$ cat src/rtl/addr_stack_pkg.sv
// rtl/addr_stack_pkg.sv - op codes, FSM states and sizing shared by the address stack arbiter
package addr_stack_pkg;

  localparam logic [1:0] OP_POP   = 2'b00;
  localparam logic [1:0] OP_PUSH1 = 2'b01;
  localparam logic [1:0] OP_PUSH2 = 2'b11;

  localparam int STACK_SIZE_DEF = 3;

  typedef enum logic [1:0] {
    ST_IDLE   = 2'd0,
    ST_ISSUE  = 2'd1,
    ST_SETTLE = 2'd2,
    ST_RESP   = 2'd3
  } state_t;

  // 2'b10 is an alias for push one
  function automatic logic [1:0] norm_op(input logic [1:0] op);
    return (op == 2'b10) ? OP_PUSH1 : op;
  endfunction

endpackage

$ cat src/rtl/rr_arb2.sv
// rtl/rr_arb2.sv - 2-way round-robin arbiter; ARB_FIXED_PRIO_EN selects fixed priority to requester 0
module rr_arb2 (
  input  logic       clk,
  input  logic       rst,
  input  logic [1:0] req,
  input  logic       update,
  output logic [1:0] grant
);

`ifdef ARB_FIXED_PRIO_EN
  logic unused_ok;
  assign unused_ok = ^{clk, rst, update};
  assign grant     = req[0] ? 2'b01 : {req[1], 1'b0};
`else
  logic last;

  always_comb begin
    grant = req;
    if (req == 2'b11) grant = last ? 2'b01 : 2'b10;
  end

  // last holds the requester granted most recently; reset favours requester 0
  always_ff @(posedge clk or posedge rst) begin
    if (rst) last <= 1'b1;
    else if (update) last <= grant[1];
  end
`endif

endmodule

$ cat src/rtl/addr_stack_arbiter.sv
// rtl/addr_stack_arbiter.sv - shares the address stack between decoder and DMA (ARB_FIXED_PRIO_EN: fixed priority)
module addr_stack_arbiter
  import addr_stack_pkg::*;
#(
  parameter int DATA_WIDTH = 16,
  parameter int STACK_SIZE = STACK_SIZE_DEF
) (
  input  logic                            clk,
  input  logic                            rst,
  input  logic [1:0]                      req_valid,
  input  logic [1:0]                      req0_op,
  input  logic [1:0]                      req1_op,
  input  logic [DATA_WIDTH-1:0]           req0_data,
  input  logic [DATA_WIDTH-1:0]           req1_data,
  output logic [1:0]                      req_ready,
  output logic                            rsp_valid,
  output logic                            rsp_id,
  output logic                            rsp_err,
  output logic [DATA_WIDTH-1:0]           rsp_data,
  output logic                            stk_en,
  output logic [1:0]                      stk_ctl,
  output logic [DATA_WIDTH-1:0]           stk_data,
  input  logic [DATA_WIDTH-1:0]           stk_rdata,
  input  logic                            stk_wait,
  output logic [$clog2(STACK_SIZE+1)-1:0] depth
);

  localparam int DW = $clog2(STACK_SIZE + 1);
  localparam logic [DW:0] CAP = (DW + 1)'(STACK_SIZE);

  state_t                state;
  logic [1:0]            grant;
  logic [1:0]            win_op;
  logic [1:0]            op_q;
  logic [DATA_WIDTH-1:0] win_data;
  logic                  id_q;
  logic                  take;
  logic                  legal;
  logic [DW:0]           depth_x;

  assign take      = (state == ST_IDLE) && (req_valid != 2'b00);
  assign req_ready = (take && !rst) ? grant : 2'b00;
  assign depth_x   = {1'b0, depth};

  rr_arb2 u_arb (
    .clk    (clk),
    .rst    (rst),
    .req    (req_valid),
    .update (take),
    .grant  (grant)
  );

  always_comb begin
    win_op   = norm_op(grant[1] ? req1_op : req0_op);
    win_data = grant[1] ? req1_data : req0_data;
    legal    = 1'b0;
    case (win_op)
      OP_POP:   legal = (depth != '0);
      OP_PUSH2: legal = (depth_x + (DW + 1)'(2)) <= CAP;
      default:  legal = (depth_x + (DW + 1)'(1)) <= CAP;
    endcase
  end

  always_ff @(posedge clk or posedge rst) begin
    if (rst) begin
      state     <= ST_IDLE;
      depth     <= '0;
      op_q      <= OP_POP;
      id_q      <= 1'b0;
      stk_en    <= 1'b0;
      stk_ctl   <= 2'b00;
      stk_data  <= '0;
      rsp_valid <= 1'b0;
      rsp_id    <= 1'b0;
      rsp_err   <= 1'b0;
      rsp_data  <= '0;
    end else begin
      stk_en    <= 1'b0;
      rsp_valid <= 1'b0;
      case (state)
        ST_IDLE: begin
          if (take) begin
            op_q <= win_op;
            id_q <= grant[1];
            if (legal) begin
              state    <= ST_ISSUE;
              stk_en   <= 1'b1;
              stk_ctl  <= win_op;
              stk_data <= win_data;
            end else begin
              // rejected without touching the stack
              state     <= ST_RESP;
              rsp_valid <= 1'b1;
              rsp_id    <= grant[1];
              rsp_err   <= 1'b1;
              rsp_data  <= '0;
            end
          end
        end
        ST_ISSUE: begin
          stk_ctl  <= 2'b00;
          stk_data <= '0;
          case (op_q)
            OP_POP:   depth <= depth - DW'(1);
            OP_PUSH2: depth <= depth + DW'(2);
            default:  depth <= depth + DW'(1);
          endcase
          state <= ST_SETTLE;
        end
        ST_SETTLE: begin
          rsp_valid <= 1'b1;
          rsp_id    <= id_q;
          rsp_err   <= stk_wait;
          rsp_data  <= (op_q == OP_POP && !stk_wait) ? stk_rdata : '0;
          state     <= ST_RESP;
        end
        ST_RESP: begin
          rsp_id   <= 1'b0;
          rsp_err  <= 1'b0;
          rsp_data <= '0;
          state    <= ST_IDLE;
        end
      endcase
    end
  end

endmodule

$ cat config.mk
export PLATFORM = sky130hd
export DESIGN_NAME = addr_stack_arbiter
export DESIGN_NICKNAME = d
export VERILOG_FILES = /design/src/rtl/addr_stack_pkg.sv /design/src/rtl/rr_arb2.sv /design/src/rtl/addr_stack_arbiter.sv
export SDC_FILE = /design/constraint.sdc
export NUM_CORES = 1
export LEC_CHECK = 0
export ABC_AREA = 0
export BUFFER_PORTS_ARGS = -buffer_cell sky130_fd_sc_hd__buf_2
export CORE_MARGIN = 1.5
export CORE_UTILIZATION = 25
export CTS_BUF_LIST = sky130_fd_sc_hd__clkbuf_2
export CTS_CLUSTER_SIZE = 40
export DETAILED_ROUTE_END_ITERATION = 8
export PLACE_DENSITY = 0.5
export SETUP_SLACK_MARGIN = 0.15
export SYNTH_ARGS = -nofsm -noshare
export SYNTH_HDL_FRONTEND = slang
export SYNTH_HIERARCHICAL = 1
export SYNTH_SLANG_ARGS = --single-unit
$ cat constraint.sdc
create_clock -name clk -period 2.9 [get_ports clk]
set_input_delay 0.145 -clock clk [delete_from_list [all_inputs] [get_ports clk]]
set_output_delay 0.145 -clock clk [all_outputs]
set_load 0.05 [all_outputs]
==> After elaboration in Yosys (flattened, before gate mapping) <==
Cells that the tools add are included.
{ "totals": {"ff_bits": 46, "out_inout_bits": 42, "input_bits": 57, "wordCells": 77} }
{ "op_classes": {"n_mux": 33, "n_lt_le_gt_ge": 2, "reduce_logical": 15, "n_eq_ne": 10, "add_sub_neg": 5} }
{ "ops": {"columns": ["operator", "count"], "rows": [
  ["$mux 16", 6],
  ["$pmux 16 s3", 1],
  ["$pmux 16 s2", 1],
  ["$mux 2", 9],
  ["$eq 2x2->1 const B", 6],
  ["$mux 1", 9],
  ["$pmux 2 s2", 2],
  ["$pmux 2 s4", 1],
  ["$le 3x2->1 const B", 2],
  ["$logic_not 2->1", 3],
  ["$ne 2x2->1 const B", 3],
  ["$pmux 1 s3", 2],
  ["$reduce_and 3->1", 2],
  ["$reduce_bool 2->1", 3],
  ["$pmux 1 s2", 2],
  ["$add 2x1->3 const B", 1],
  ["$add 2x2->3 const B", 1],
  ["$logic_and 1x1->1", 3],
  ["$reduce_bool 3->1", 1],
  ["$add 2x1->2 const B", 1],
  ["$add 2x2->2 const B", 1],
  ["$eq 2x1->1 const B", 1],
  ["$logic_not 1->1", 2],
  ["$reduce_and 2->1", 1],
  ["$sub 2x1->2 const B", 1]
]} }

==> Depth between registers and ports, before layout <==
Gate-level depths: netlist of the first run.
{ "depth": {"depth_word": 10, "ltp_mapped": 11, "ltp_nobuf": 9} }

==> Modules after synthesis <==
The synthesis of the first run kept the hierarchy.
{ "by_module_without_submodules": {"columns": ["module", "cells_each", "area_per_inst_um2", "n_inst", "seq_area_each_um2"], "rows": [
  ["addr_stack_arbiter", 220, 2338.5, 1, 1126.1],
  ["rr_arb2", 6, 67.6, 1, 26.3]
]} }

==> Least setup slack after synthesis of the first run <==
Ideal clock, no wire load.
{ "synth_timing": {"path_type": "register to register", "start": "register u_arb.last", "end": "register stk_data[15]", "t_required_ps": 2771, "setup_slack_ps": 77, "period_less_slack_ps": 2823, "n_path_buf": 2, "setup_time_ps": 129, "t_arrival_ps": 2694, "path_stages_with_launch": 10, "cell_sequence": "dfstp_2 > a21boi_2 > clkbuf_1 > mux2i_1 > ha_1 > nand2b_1 > a32o_1 > o31ai_4 > buf_2 > a211oi_1"} }
{ "synth_between": {"elab_chain_cells": 9, "elab_cells_between_ends": 14, "cone_classes": "eq/ne (3); mux (9); reduce/logical (2)"} }
{ "synth_rtl": {"columns": ["element", "line_no", "rtl"], "rows": [
  ["start, declared", "rr_arb2.sv:15", "logic last;"],
  ["start signal, assigned", "rr_arb2.sv:25", "else if (update) last <= grant[1];"],
  ["$mux 2 (*) (2 in a row)", "rr_arb2.sv:19", "if (req == 2'b11) grant = last ? 2'b01 : 2'b10;"],
  ["via grant[1]", "addr_stack_arbiter.sv:32", "logic [1:0] grant;"],
  ["$mux 2", "addr_stack_arbiter.sv:54", "win_op = norm_op(grant[1] ? req1_op : req0_op);"],
  ["$eq 2x2->1", "addr_stack_pkg.sv:19", "return (op == 2'b10) ? OP_PUSH1 : op;"],
  ["$mux 2", "addr_stack_pkg.sv:19", null],
  ["$eq 2x2->1 or $logic_not 2->1 (tied branches)", "addr_stack_arbiter.sv:57", "case (win_op)"],
  ["$pmux 1 s2", "addr_stack_arbiter.sv:57", null],
  ["$ne 2x2->1 (no line)", null, null],
  ["$reduce_and 3->1 (no line)", null, null],
  ["end signal, assigned", "addr_stack_arbiter.sv:89", "stk_data <= win_data;"],
  ["end, declared", "addr_stack_arbiter.sv:22", "output logic [DATA_WIDTH-1:0] stk_data,"]
]} }
Mark *: on every way through the listed nets, which the timed path passes. The rest lies on a longest branch. The select of a mux whose other input is x is not followed.
A chain may end at the register's enable or synchronous reset.

==> Final worst setup path of the first run <==
{ "layout_timing": {"start": "register state[0]", "end": "output req_ready[0]"} }
{ "layout_between": {"elab_chain_cells": 4} }
{ "layout_rtl": {"columns": ["element", "line_no", "rtl"], "rows": [
  ["start, declared", "addr_stack_arbiter.sv:31", "state_t state;"],
  ["start signal, assigned", "addr_stack_arbiter.sv:66", "state <= ST_IDLE;"],
  ["start signal, assigned", "addr_stack_arbiter.sv:86", "state <= ST_ISSUE;"],
  ["start signal, assigned", "addr_stack_arbiter.sv:92", "state <= ST_RESP;"],
  ["$logic_not 2->1", "addr_stack_arbiter.sv:41", "assign take = (state == ST_IDLE) && (req_valid != 2'b00);"],
  ["$logic_and 1x1->1", "addr_stack_arbiter.sv:41", null],
  ["$logic_and 1x1->1", "addr_stack_arbiter.sv:42", "assign req_ready = (take && !rst) ? grant : 2'b00;"],
  ["$mux 2", "addr_stack_arbiter.sv:42", null],
  ["end, declared", "addr_stack_arbiter.sv:15", "output logic [1:0] req_ready,"]
]} }
No other way between the ends.

==> flow_summary.yaml, run 1 <==
clock_tree:
  numCtsBuffers: 5
  cts.reportedPaths.clkPinSlew_ns: 0.24
  cts_buffer_depth: 2
  htree_levels: 2
  cts_tree: "yes"
  clk_latency_ns: 0.41
  root_buffer: "clkbuf_2"
  clock_sinks: 46
setup_path:
  startpoint_type: "register"
  crit_type: "register to output port"
  reg2regPathDepth: 8
  worst-path-buf-inv: 3
  regToRegStartpoint: "u_arb/last$_DFFE_PP1P_"
  critPathMaxFanout: 14
  cp-startpoint: "state[0]$_DFFE_PP0P_"
  critPathTopFamily: "buffers and inverters"
  worstPathArrival_ns: 2.42
  path_depth: 6
  crit_chain: "inv_1 > ha_1 > o21ai_2 > clkinvlp_4 > and3_1 > buf_2"
  critPathMaxStageDelay_ns: 0.44
  r2r_slack_ns: 0.37
  crit_path_end: "req_ready[0]"
  worstSetupEndpointType: "output port"
  cp_slowest_cell: "dfrtp_1"
  crit_required_ns: 2.76
  r2r-end: "stk_data[1]$_DFFE_PP0P_"
logic_synthesis:
  async_flop_share: 1.000
  synth_flop_cell: "dfrtp_1"
  syn_inst: 226
  synth_nets: 291
  synth_warnings: 6
  ys_ff_latch: 46
  synth-edff-count: 0
  ys_types: 36
  syn_avg_cell_area_um2: 10.65
  yosysSeqAreaShare: 0.4789
  syn-cell-area_um2: 2406
hold_path:
  worst_hold_path_type: "primary input to register"
routing:
  vias: 2040
  routed_wl_um: 6311
  drt-wirelength-per-cell_um: 13.12
  vias_per_cell: 4.241
  drtPass1Iterations: 4
  drt_iter0_drc: 78
  postRouteAntennaNets: 0
  drc_errors: 0
place:
  dpl_cell_area_um2: 3049
  place.port_buffers: 98
  gp_congestion: 0.7323
  post-dp-hpwl_um: 4424
cells_and_area:
  nets: 416
  syn_to_final_growth_pct: 40.09
  final_core_util: 0.3631
  n_antenna_cell: 0
  postLayoutCellArea_um2: 3371
  drive_above_1_share: 0.3665
global_route:
  grt_pass1_vias: 2047
  antenna_found_initial: 0
  grt_pass1_wl_um: 9839
  overflow: 0
  grt_use_total: 0.1235
  grt_max_degree: 27
sta:
  fin_hold_ws_ns: 0.03258
  drv_slew: 0
  finalCriticalPeriod_ns: 2.566
  finClkSkew_ns: 0.01458
  fin_crit_sh: 0.8849
  slew_headroom: 0.6881
  setup_violations: 0
  fin_tns_setup_ns: 0
  fmax_mhz: 389.7
  worst_slew_pin_slew_ns: 0.4678
  rsz0062_at_grt: "false"
  final_hold_viol_count: 0
run_status:
  status: "finished clean"
floorplanning:
  core_area_um2: 9284
  start_util: 0.2592
  die_area_um2: 10220
  die_w_um: 101.1
  pin_count: 99
  die_y_um: 101.1
  num_rows: 35
power_and_ir_drop:
  power_frac_clock: 0.109
  powerDensity_nw_per_um2: 994.8
  comb_power_share: 0.586
  internal_power_w: 0.001651
  pwr-share-seq: 0.305
  p_sw_w: 0.001702
  p_sw_frac: 0.5075
  peakVddDrop_mv: 0.3242
  leakage_nw: 1.724
flow_run:
  drv_cap: 0
-- cells by family (layout without fill, tap and decap cells) --
group	Yosys count	in the layout	synth area share
adders and majority gates	8	8	0.04160
muxes	39	39	0.1654
AOI/OAI and AO/OA	52	52	0.1586
buffers and inverters	39	165	0.06916
DFF	46	46	0.4789
and+or+nand+nor	39	39	0.07540
xor gates and xnor gates	3	3	0.01092
-- through the flow --
step	total power [W]	worst slack, ns	std cells
floorplan	0.002537	0.2530	226
global placement	0.002962	0.4844	449
detailed placement	0.002997	0.3498	449
CTS	0.003394	0.2666	479
global route	0.003584	0.1541	481
finish	0.003353	0.3339	481
-- state kept, by name, summed over array words and instances (netlist names) --
register	count
id_q	1
u_arb/last	1
op_q	2
rsp_err	1
state	2
rsp_id	1
stk_data	16
stk_ctl	2
depth	2
rsp_valid	1
rsp_data	16
stk_en	1
-- how the worst min path moves through the flow --
stage / start / endpoint / slack (ns) / cells past startpoint
6_report: req1_data[9] / stk_data[9]$_DFFE_PP0P_ / 0.03 / 3
5_1_grt: req0_data[3] / stk_data[3]$_DFFE_PP0P_ / 0.005 / 3
4_1_cts: req0_data[7] / stk_data[7]$_DFFE_PP0P_ / 0.0007 / 3
3_5_place_dp: rst / u_arb/last$_DFFE_PP1P_ / 0.17 / 2
3_3_place_gp: rst / u_arb/last$_DFFE_PP1P_ / 0.18 / 2
2_1_floorplan: rst / u_arb/last$_DFFE_PP1P_ / 0.03 / 1
-- layout by cell type, fill, tap and decap left out, types with 2 or more instances in the layout --
| master | count |
|---|---|
| and3_1 | 2 |
| clkinvlp_4 | 2 |
| buf_4 | 7 |
| mux2i_2 | 2 |
| buf_2 | 98 |
| mux2i_1 | 34 |
| a21oi_1 | 17 |
| a211oi_1 | 16 |
| dfrtp_1 | 45 |
| nand2b_1 | 2 |
| o21ai_2 | 2 |
| clkbuf_2 | 6 |
| nand2_1 | 29 |
| ha_1 | 8 |
| inv_1 | 25 |
| nor2_1 | 3 |
| o221ai_1 | 2 |
| dlygate4sd3_1 | 24 |
| o21ai_0 | 6 |
| xnor2_1 | 2 |
-- layer usage --
metal  routed length [µm]  global-route usage  vias up
li1                     -                   -     1021
met1                 2923              0.1578      937
met2                 2969              0.2091       78
met3                  371             0.02982        4
met4                   46             0.03312        0
met5                    0                   0        -
-- synth_stat cells (2+ instances only) --
master    instances  area, µm²
o21ai_2           2      17.52
nor2_1            3      11.26
nand2_1          29      108.9
o21ai_0           6      30.03
inv_1            27      101.4
clkbuf_1          4      15.01
o221ai_1          2      17.52
mux2i_1          36      360.4
nand2b_1          2      12.51
ha_1              8      100.1
buf_2             4      20.02
a211oi_1         16      120.1
xnor2_1           2      17.52
a21oi_1          17      85.08
buf_6             2      22.52
and3_1            2      12.51
dfrtp_1          45       1126
-- power groups by stage --
| stage | clock, W | combinational, W | sequential, W |
|---|---|---|---|
| finish | 0.000365 | 0.00197 | 0.00102 |
| global route | 0.000403 | 0.00213 | 0.00105 |
| CTS | 0.000384 | 0.00198 | 0.00103 |
| detailed placement | 0 | 0.00196 | 0.00104 |
| global placement | 0 | 0.00193 | 0.00104 |
| floorplan | 0 | 0.000941 | 0.00160 |
-- layout make-up --
class / instances / area, µm²
clock inverters: 2 / 37.54
repair buffers: 129 / 783.3
inverters: 28 / 111.4
multi-input cells: 141 / 1095
well taps: 129 / 161.4
fillers: 956 / 5913
flip-flops and latches: 46 / 1152
clock buffers: 6 / 30.03
-- worst reg2reg max path: stages, from the launching register on --
cell	delay [ns]
dfstp_2	0.44
a21boi_2	0.25
mux2i_2	0.31
ha_1	0.32
nand2b_1	0.22
a32o_1	0.36
o31ai_4	0.22
buf_4	0.25
a211oi_1	0.08
-- what timing repair did --
| item | CTS | global route |
|---|---|---|
| resized for setup | 0 | 5 |
| hold endpoints to repair | 41 | 1 |
| setup buffers | 0 | 0 |
| hold buffers | 22 | 2 |
| endpoints found under the setup margin | 0 | 21 |
Power figures use the tool's default switching activity.
==> inputs of run 2 (changes only) <==
- SYNTH_HIERARCHICAL: 1 -> not set
==> run 2 against run 1 <==
  * Wire length decreased by 4.9%
  * Area after synthesis increased by 1.6%
  * Clock skew increased by 0.017 ns
  * Sequential share of layout area increased by 0.44 points
  * Clock power about the same
  * Sequential power increased by 4%
  * Register-to-register slack got worse by 0.02 ns
  * Non-clock buffer count decreased by 7
  * Synthesized cell count increased by 7.1%
  * Power increased by 8.6%
  * Via count increased by 0.25%
  * Maximum frequency increased by 0.46%
  * Highest routed layer unchanged
==> flow_summary.yaml, run 2 <==
cells_and_area:
  instances_no_fill: 489
  reg_top3: "rsp_data (16), stk_data (16)"
  fill_cells: 1000
  final_common_cell: "buf_2"
  regArea_um2: 1152
  drive_above_1_share: 0.3944
  n_antenna_cell: 0
  final_core_util: 0.3551
  syn_to_final_growth_pct: 36.13
  layout_common_cells: "98 x buf_2, 62 x nand2_1, 45 x dfrtp_1"
  multi_input_area_um2: 1129
  nets: 423
flow_run:
  drv_cap: 0
routing:
  drt-wirelength-per-cell_um: 12.28
  drtPass1Iterations: 4
  postRouteAntennaNets: 0
  routed_wl_um: 6004
  vias: 2045
  vias_per_cell: 4.182
  drc_errors: 0
  drt_iter0_drc: 62
floorplanning:
  core_area_um2: 9371
  pin_count: 99
  num_rows: 35
  start_util: 0.2609
  die_y_um: 101.9
  die_w_um: 101.9
  die_area_um2: 10380
clock_tree:
  clk_latency_ns: 0.43
  cts_tree: "yes"
  postCtsSetupBuffers: 0
  cts_buffer_depth: 2
  clock_sinks: 46
  root_buffer: "clkbuf_2"
  numCtsBuffers: 5
  htree_levels: 2
  cts.reportedPaths.clkPinSlew_ns: 0.22
sta:
  slew_headroom: 0.3494
  finalCriticalPeriod_ns: 2.554
  fmax_mhz: 391.5
  rsz0062_at_grt: "false"
  finClkSkew_ns: 0.03120
  setup_violations: 0
  drv_slew: 0
  fin_crit_sh: 0.8808
  final_hold_viol_count: 0
  fin_tns_setup_ns: 0
  worst_slew_pin_slew_ns: 0.9745
global_route:
  overflow: 0
  grt_pass1_wl_um: 9432
  grt_pass1_vias: 1998
  grt_max_degree: 47
  grt_use_total: 0.1170
  antenna_found_initial: 0
setup_path:
  crit_type: "register to register"
  critPathMaxStageDelay_ns: 0.64
  cp-startpoint: "u_arb.last$_DFFE_PP1P_"
  reg2regPathDepth: 10
  critPathMaxFanout: 6
  cp_common_cell: "nand2_1"
  worstPathArrival_ns: 2.87
  critPathTopFamily: "compound AO/OA/AOI/OAI gates"
  r2r_slack_ns: 0.35
  crit_required_ns: 3.22
  cp_slowest_cell: "dfstp_2"
  regToRegStartpoint: "u_arb.last$_DFFE_PP1P_"
  worstSetupEndpointType: "register"
  path_depth: 10
  r2r-end: "stk_data[12]$_DFFE_PP0P_"
  crit_path_end: "stk_data[12]$_DFFE_PP0P_"
  crit_chain: "a21bo_2 > nand2_1 > nand2_1 > inv_1 > ha_1 > o21ai_0 > a32o_2 > a2bb2oi_4 > buf_4 > mux2_2"
  worst-path-buf-inv: 2
  startpoint_type: "register"
logic_synthesis:
  async_flop_share: 1.000
  synthTopCellsByCount: "62 x nand2_1, 45 x dfrtp_1, 24 x inv_1, 18 x a21oi_1, 16 x mux2i_1"
  synth_nets: 306
  ys_types: 36
  synth.top_cell.area_share: 0.4606
  yosysMostFrequentCell: "nand2_1"
  synth-edff-count: 0
  syn_inst: 242
  syn-cell-area_um2: 2445
  synth_flop_cell: "dfrtp_1"
  yosysSeqAreaShare: 0.4713
  synth_warnings: 0
  synth_top_area_cell: "dfrtp_1"
  ys_top_cells_by_area: "dfrtp_1 46%, nand2_1 9.5%, mux2i_1 6.6%"
  syn_avg_cell_area_um2: 10.10
  ys_ff_latch: 46
power_and_ir_drop:
  powerDensity_nw_per_um2: 1094
  peakVddDrop_mv: 0.4248
  finalPower_w: 0.003640
  leakage_nw: 1.752
hold_path:
  worst_hold_path_type: "primary input to register"
run_status:
  status: "finished clean"
place:
  post-dp-hpwl_um: 4360
  dp.cells: 463
  gp_congestion: 0.7682
  place.port_buffers: 98
run 2: changes by cell type in the layout (fill, tap and decap cells not counted), moves of 2 or more:
cell	before	now
mux2_2	1	10
mux2_4	1	10
nand2_1	29	62
a211oi_1	16	0
buf_4	7	5
mux2i_1	34	16
a31oi_1	1	3
o21ai_0	6	8
dlygate4sd3_1	24	18
inv_1	25	23
mux2i_2	2	0
and3_1	2	0
run 2: per-stage QoR:
step | worst slack, ns | cell area, µm² | hold WS (ns)
after floorplan | 0.3182 | 2445 | 0.2826
after global placement | 0.4064 | 3073 | 0.3922
after detailed placement | 0.2955 | 3073 | 0.3989
after CTS | 0.2629 | 3321 | 0.03492
after global routing | 0.1873 | 3328 | 0.04267
final | 0.3457 | 3328 | 0.06552
run 2: repair_timing:
item,4_1_cts,5_1_grt
hold endpoints to repair,63,0
endpoints found under the setup margin,0,9
resized for setup,0,1
hold buffers,18,0
run 2: power breakdown:
group / switching [W] / total [W] / internal, W
sequential: 0.000173 / 0.00106 / 0.000886
clock: 0.000214 / 0.000363 / 0.000149
combinational: 0.00138 / 0.00222 / 0.000837
total: 0.00177 / 0.00364 / 0.00187
run 2: logic make-up (layout without fill, tap and decap cells):
group                    count (synthesis)  in the layout  share of synthesized area
XOR/XNOR                                 3              3                    0.01075
flip-flops                              46             46                     0.4713
adder cells (fa/ha/maj)                  7              7                    0.03582
AND/OR/NAND/NOR                         73             73                     0.1218
buffers and inverters                   36            154                    0.07625
multiplexers                            36             36                     0.1730
AO/OA/AOI/OAI                           41             41                     0.1111
run 2: cell type report:
type / instances / area share
inverter: 24 / 0.02707
timing repair buffer: 122 / 0.2188
clock buffer: 6 / 0.009023
clock inverter: 2 / 0.01128
sequential: 46 / 0.3462
tap: 129 / 0.04850
multi-input combinational: 160 / 0.3391
run 2: worst min path at each step:
| stage | from | to | slack, ns | cells after the start |
|---|---|---|---|---|
| global route | stk_wait | rsp_data[11]$_DFFE_PP0P_ | 0.04 | 4 |
| detailed placement | stk_rdata[11] | rsp_data[11]$_DFFE_PP0P_ | 0.40 | 3 |
| floorplan | stk_rdata[10] | rsp_data[10]$_DFFE_PP0P_ | 0.28 | 2 |
| global placement | stk_rdata[11] | rsp_data[11]$_DFFE_PP0P_ | 0.39 | 3 |
| CTS | req_valid[1] | u_arb.last$_DFFE_PP1P_ | 0.03 | 3 |
| finish | req_valid[1] | u_arb.last$_DFFE_PP1P_ | 0.07 | 3 |
run 2: worst register-to-register path, stage by stage (launching register included):
cell,delay (ns)
dfstp_2,0.64
a21bo_2,0.20
nand2_1,0.06
nand2_1,0.10
inv_1,0.05
ha_1,0.24
o21ai_0,0.13
a32o_2,0.23
a2bb2oi_4,0.28
buf_4,0.21
mux2_2,0.33
run 2: routing by layer:
layer / track usage / part of all wire / vias to the layer above / wire length (µm)
met4: 0.04004 / 0.017 / 0 / 103
li1: - / - / 1029 / -
met5: 0 / 0 / - / 0
met3: 0.03557 / 0.069 / 12 / 413
met1: 0.1519 / 0.46 / 931 / 2787
met2: 0.1862 / 0.45 / 73 / 2699
